## src/rtl/set_ctrl.sv

```systemverilog
// set_ctrl: CPU-facing initiator for one set over its ch1 port. Read lookup,
// miss fetch and fill, write-allocate with write-through, and an eviction watchdog.
//
// state    | meaning
// IDLE     | ready for a CPU request
// LOOKUP   | set_read asserted for one cycle
// CHECK    | set hit/data from the lookup are valid
// MEM_RD   | line fetch request held until accepted
// MEM_WAIT | waiting for fetched data
// FILL     | set_write held until the set reports the line present
// MEM_WR   | write-through request held until accepted
// RESP     | one-cycle completion pulse
module set_ctrl #(
   parameter int ADDR_WIDTH    = 8,
   parameter int LINE_WIDTH    = 32,
   parameter int K             = 2,
   parameter int EVICT_TIMEOUT = K + 3
) (
   input  logic                  clock,
   input  logic                  reset_n,
   input  logic                  req_valid,
   output logic                  req_ready,
   input  logic                  req_write,
   input  logic [ADDR_WIDTH-1:0] req_addr,
   input  logic [LINE_WIDTH-1:0] req_wdata,
   output logic                  resp_valid,
   output logic [LINE_WIDTH-1:0] resp_rdata,
   output logic                  err,
   output logic                  set_enable,
   output logic [ADDR_WIDTH-1:0] set_addr,
   output logic [LINE_WIDTH-1:0] set_val,
   output logic                  set_read,
   output logic                  set_write,
   input  logic                  set_hit,
   input  logic [LINE_WIDTH-1:0] set_out_val,
   output logic                  mem_req_valid,
   input  logic                  mem_req_ready,
   output logic                  mem_req_write,
   output logic [ADDR_WIDTH-1:0] mem_addr,
   output logic [LINE_WIDTH-1:0] mem_wdata,
   input  logic                  mem_resp_valid,
   input  logic [LINE_WIDTH-1:0] mem_rdata
);
   typedef enum logic [2:0] {IDLE, LOOKUP, CHECK, MEM_RD, MEM_WAIT, FILL, MEM_WR, RESP} state_t;

   localparam int CNT_W = $clog2(EVICT_TIMEOUT + 1);
   localparam logic [CNT_W-1:0] WDOG_LOAD = CNT_W'(EVICT_TIMEOUT - 1);

   state_t                state, state_nx;
   logic [CNT_W-1:0]      wdog, wdog_nx;
   logic                  is_write, is_write_nx;
   logic [LINE_WIDTH-1:0] wdata_q, wdata_nx;
   logic                  req_ready_nx, resp_valid_nx, err_nx, set_read_nx, set_write_nx;
   logic                  mem_req_valid_nx, mem_req_write_nx;
   logic [LINE_WIDTH-1:0] resp_rdata_nx, set_val_nx, mem_wdata_nx;
   logic [ADDR_WIDTH-1:0] set_addr_nx, mem_addr_nx;
   logic                  fill_done;

   always_ff @(posedge clock) begin
      if (!reset_n) begin
         state         <= IDLE;
         wdog          <= '0;
         is_write      <= 1'b0;
         wdata_q       <= '0;
         req_ready     <= 1'b1;
         resp_valid    <= 1'b0;
         resp_rdata    <= '0;
         err           <= 1'b0;
         set_enable    <= 1'b0;
         set_addr      <= '0;
         set_val       <= '0;
         set_read      <= 1'b0;
         set_write     <= 1'b0;
         mem_req_valid <= 1'b0;
         mem_req_write <= 1'b0;
         mem_addr      <= '0;
         mem_wdata     <= '0;
      end else begin
         state         <= state_nx;
         wdog          <= wdog_nx;
         is_write      <= is_write_nx;
         wdata_q       <= wdata_nx;
         req_ready     <= req_ready_nx;
         resp_valid    <= resp_valid_nx;
         resp_rdata    <= resp_rdata_nx;
         err           <= err_nx;
         set_enable    <= 1'b1;
         set_addr      <= set_addr_nx;
         set_val       <= set_val_nx;
         set_read      <= set_read_nx;
         set_write     <= set_write_nx;
         mem_req_valid <= mem_req_valid_nx;
         mem_req_write <= mem_req_write_nx;
         mem_addr      <= mem_addr_nx;
         mem_wdata     <= mem_wdata_nx;
      end
   end

   always_comb begin
      state_nx         = state;
      wdog_nx          = wdog;
      is_write_nx      = is_write;
      wdata_nx         = wdata_q;
      req_ready_nx     = req_ready;
      resp_valid_nx    = 1'b0;
      resp_rdata_nx    = resp_rdata;
      err_nx           = err;
      set_addr_nx      = set_addr;
      set_val_nx       = set_val;
      set_read_nx      = 1'b0;
      set_write_nx     = set_write;
      mem_req_valid_nx = mem_req_valid;
      mem_req_write_nx = mem_req_write;
      mem_addr_nx      = mem_addr;
      mem_wdata_nx     = mem_wdata;
      fill_done        = 1'b0;
      case (state)
         IDLE: begin
            if (req_valid && req_ready) begin
               req_ready_nx = 1'b0;
               is_write_nx  = req_write;
               wdata_nx     = req_wdata;
               set_addr_nx  = req_addr;
               if (req_write) begin
                  set_val_nx   = req_wdata;
                  set_write_nx = 1'b1;
                  wdog_nx      = WDOG_LOAD;
                  state_nx     = FILL;
               end else begin
                  set_read_nx = 1'b1;
                  state_nx    = LOOKUP;
               end
            end
         end
         LOOKUP: state_nx = CHECK;
         CHECK: begin
            if (set_hit) begin
               resp_rdata_nx = set_out_val;
               resp_valid_nx = 1'b1;
               state_nx      = RESP;
            end else begin
               mem_req_valid_nx = 1'b1;
               mem_req_write_nx = 1'b0;
               mem_addr_nx      = set_addr;
               state_nx         = MEM_RD;
            end
         end
         MEM_RD: begin
            if (mem_req_ready) begin
               mem_req_valid_nx = 1'b0;
               state_nx         = MEM_WAIT;
            end
         end
         MEM_WAIT: begin
            if (mem_resp_valid) begin
               resp_rdata_nx = mem_rdata;
               set_val_nx    = mem_rdata;
               set_write_nx  = 1'b1;
               wdog_nx       = WDOG_LOAD;
               state_nx      = FILL;
            end
         end
         FILL: begin
            // set_hit in the first FILL cycle predates the write and is stale
            if (set_hit && wdog != WDOG_LOAD) begin
               fill_done = 1'b1;
            end else if (wdog == '0) begin
               fill_done = 1'b1;
               err_nx    = 1'b1;
            end else begin
               wdog_nx = wdog - 1'b1;
            end
            if (fill_done) begin
               set_write_nx = 1'b0;
               if (is_write) begin
                  mem_req_valid_nx = 1'b1;
                  mem_req_write_nx = 1'b1;
                  mem_addr_nx      = set_addr;
                  mem_wdata_nx     = wdata_q;
                  state_nx         = MEM_WR;
               end else begin
                  resp_valid_nx = 1'b1;
                  state_nx      = RESP;
               end
            end
         end
         MEM_WR: begin
            if (mem_req_ready) begin
               mem_req_valid_nx = 1'b0;
               resp_rdata_nx    = wdata_q;
               resp_valid_nx    = 1'b1;
               state_nx         = RESP;
            end
         end
         RESP: begin
            req_ready_nx = 1'b1;
            state_nx     = IDLE;
         end
         default: state_nx = IDLE;
      endcase
   end
endmodule

```

## config.mk

```make
export PLATFORM = sky130hd
export DESIGN_NAME = set_ctrl
export DESIGN_NICKNAME = d
export VERILOG_FILES = /design/src/rtl/set_ctrl.sv
export SDC_FILE = /design/constraint.sdc
export NUM_CORES = 1
export LEC_CHECK = 0
export ABC_AREA = 1
export BUFFER_PORTS_ARGS = -buffer_cell sky130_fd_sc_hd__buf_2
export CAP_MARGIN = 40
export CORE_MARGIN = 1.5
export CORE_UTILIZATION = 50
export CTS_CLUSTER_DIAMETER = 100
export CTS_CLUSTER_SIZE = 25
export DETAILED_ROUTE_END_ITERATION = 10
export GPL_ROUTABILITY_DRIVEN = 0
export PLACE_DENSITY = 0.9
export SYNTH_ARGS = -nofsm -noshare
export SYNTH_HDL_FRONTEND = slang
export SYNTH_SLANG_ARGS = --single-unit
```

## constraint.sdc

```tcl
create_clock -name clock -period 1.8 [get_ports clock]
set_input_delay 0.27 -clock clock [delete_from_list [all_inputs] [get_ports clock]]
set_output_delay 0.27 -clock clock [all_outputs]
set_load 0.1 [all_outputs]
```

==> out/summary.md <==
The die is 120 µm wide. The fraction of final layout cells with drive strength greater than 1 works out to 0.273. Buffer cell driving the clock tree root: clkbuf_16.

Grouping stages by cell kind, the critical path spends the most delay in buffers and inverters. The run gives 1 as the number of antenna violations at the first check in global routing. Summed over all nets, the half-perimeter wirelength after detailed placement is 13900 µm.

The fraction of the cycle the final worst path needs is 0.937. The mux contribution to synthesized area was 0; the mean area per synthesized cell was 7.12 µm². Entering global routing, the biggest net connects 80 pins.

The library cell used most frequently in the layout, excluding fill and tap cells, is buf_2. The worst setup path is launched from a flip-flop. For the total chip power, the log shows 0.0203 W. By area, the combinational part of the netlist is dominated by compound AO/OA/AOI/OAI gates. The number of H-tree levels came out at 4. The critical path in this run is classified as flip-flop to flip-flop.

Clock skew on the completed layout was measured at 0.00511 ns. The wire length of the first global-routing pass is 32500 µm, and the hold-fix buffer count after cts is 0. TritonCTS built the clock tree. The leftover overflow at the end of global routing is 0. In the layout the commonest cells are 229 x buf_2, 228 x nand2_1, 155 x dfxtp_1. At the end of the flow, the number of nets in the layout was 1292. Dividing total power by cell area gives a power density of 2270 nW/µm².

Across the VDD grid, the largest voltage drop is 1.47 mV. OpenSTA, run right after detailed placement, puts the worst setup slack at 0.106 ns. The share of synthesized cell area in full adder, half adder and majority cells came out at 0.00364. The pre-antenna-repair detailed-routing pass consisted of 6 iterations.

The utilization of the core after routing was 0.671. Across all setup checks in the final design, the least slack found is 0.113 ns. After detailed routing, the average wire length per cell comes to 15.4 µm. The run gives 6870 µm² as the combined area of all synthesized cells. Yosys mapped the design onto 28 distinct sky130hd cell types. The basic-gate share of the synthesized area counting and, or, nand and nor cells is 0.218.

Across the run, the number of max-cap violations was 0. Counting both buffers and inverters, the worst setup path holds a total of 4. The synthesized design contains 159 register bits.

For the clock latency at the later pin of the worst-skew pair, the log shows 0.43 ns. The starting DRC count in detailed routing is 579. The class of the most critical hold timing path is primary input to flip-flop. The worst setup path is captured at a flip-flop. In this run the remaining antenna-violating nets after routing total 0. The tools report the sequential-to-total area share from yosys stat as 0.464.

Counting the fill cells in the layout gives 1130. Setup repair after global routing could not meet its margin everywhere. Total core area: 13300 µm². The data arrival time of the critical path was 2.04 ns; the CTS clock-pin slew for the worst setup and hold paths was 0.06 ns. The tools report the leakage component of the power as 4.45 nW.

The signal on the critical path passes through inv_1, ha_1, inv_1, nand2_1, nand2_2, nand2_2, nor2_4, buf_6, buf_12, o21ai_0, a21oi_1. For the worst setup path, the data required time is 2.15 ns. Summing over every cut layer, the via total after detailed routing is 7261.

During placement, the flow inserted port buffers numbering 230. The routed design has 21100 µm of wire. The logs give 0.514 for the initial core utilization and 1369 for the filler-free cell count of the finished design. The aggregate negative setup slack is 0 ns, and the maximum net fanout on the critical path is 15. The die is 120 µm tall. In this run, CTS created clock tree buffers numbering 17. Row generation in the floorplan step produced 42 rows.

For the final number of max-transition violations, the log shows 0. Setup violations remaining at the end of the flow were counted as 0. The area enclosed by the die boundary came out at 14400 µm². For the finished layout, the period the worst path requires is 1.69 ns. The overall global routing resource usage is 0.284, and the detailed-route DRC error count is 0. The post-synthesis share of cell area spent on xor and xnor gates is 0.00128, and the largest buffer count on any clock path is 2. The achievable frequency is 0.593 GHz. The run finished with clean final reports.

The run gives 0 as the final number of hold-violating endpoints. The clock drives 159 sinks. The largest individual stage delay along the critical path comes from the cell dfxtp_1.

The worst slew margin relative to its limit was 0.655; the slew at the pin closest to its max-slew limit was 0.521 ns. During synthesis, Yosys emitted a total of 0 warnings. Post-synthesis compound-gate area fraction: 0.219. The cell count after synthesis came out at 965. The via count of the first global-routing pass came out at 6565. On the worst path, the slowest cell contributes a delay of 0.32 ns. The via density per instance is 5.30. Including well taps, the total number of placed cells is 1330.

The logs give 1078 for the synthesized netlist net count and 231 for the top-level port count. Compared with the post-synthesis result, the final layout area differs by 30.5%.
-- through the flow --
step / cell area (µm²) / hold slack, ns
after floorplan: 6870 / 0.298
after global placement: 8250 / 0.447
after detailed placement: 8250 / 0.454
after CTS: 8840 / 0.0289
after global routing: 8950 / 0.0424
final: 8960 / 0.0373
-- synthesized netlist by cell type, drive strengths merged --
library cell    n  area share
ha              2      0.0036
nand3          18       0.015
clkbuf         43       0.024
buf            23       0.021
nand4           2      0.0018
xor2            1      0.0013
a21oi          87       0.071
inv            92       0.050
o21ai         112       0.082
a31oi          32       0.029
dfxtp         159        0.46
o31a            1      0.0013
o211ai         32       0.035
nand2         233        0.13
nor2          124       0.070
or2             1     0.00091
nor3            3      0.0022
-- power by group --
part	internal (W)	switching (W)
logic	0.00223	0.00925
clock network	0.00224	0.00144
registers	0.00460	0.000580
-- layer usage --
metal,vias up,track usage,share of wire
met1,3323,0.352,0.41
met4,0,0.108,0.025
met3,49,0.0769,0.085
li1,3555,-,-
met5,-,0,0
met2,334,0.474,0.48
-- path summary, 6_finish.rpt --
| check | start | end | slack, ns | depth (start not counted) |
|---|---|---|---|---|
| worst max-delay path | wdog[0] | mem_wdata[1] | 0.11 | 11 |
| worst min-delay path | req_write | set_read | 0.04 | 2 |
| worst max register to register | wdog[0] | mem_wdata[1] | 0.11 | 11 |
| worst min register to register | mem_addr[5] | mem_addr[5] | 0.46 | 2 |
-- timing repair --
action	in CTS	in global routing
setup buffers	0	4
resized for setup	0	6
endpoints found under the setup margin	0	78
-- cell families (layout without fill, tap and decap cells) --
group / after synthesis / count (layout)
compound gates: 264 / 264
xor+xnor: 1 / 1
fa+ha+maj: 2 / 2
buf+inv: 158 / 384
flops: 159 / 159
other cells: 0 / 2
simple gates: 381 / 381
-- worst register-to-register path: stages, from the launching register on --
cell	delay [ns]
dfxtp_1	0.32
inv_1	0.07
ha_1	0.22
inv_1	0.06
nand2_1	0.05
nand2_2	0.10
nand2_2	0.10
nor2_4	0.16
buf_6	0.14
buf_12	0.14
o21ai_0	0.10
a21oi_1	0.15
-- layout make-up --
cell class                 count  area, µm²  share of cell area
multi-input combinational    648       3040               0.340
timing repair buffer         261       1560               0.174
sequential                   159       3190               0.356
antenna                        2       5.00            0.000559
inverter                      92        345              0.0385
tap                          176        220              0.0246
clock buffer                  21        460              0.0514
clock inverter                10        138              0.0154
-- state kept, by name (all words and copies together) (netlist names) --
signal         cells
mem_wdata         32
req_ready          1
set_write          1
set_enable         1
mem_addr           8
set_addr           8
resp_rdata        32
mem_req_valid      1
set_read           1
state              3
is_write           1
err                1
wdata_q           32
mem_req_write      1
wdog               3
resp_valid         1
set_val           32
(Power assumes the default switching activity.)
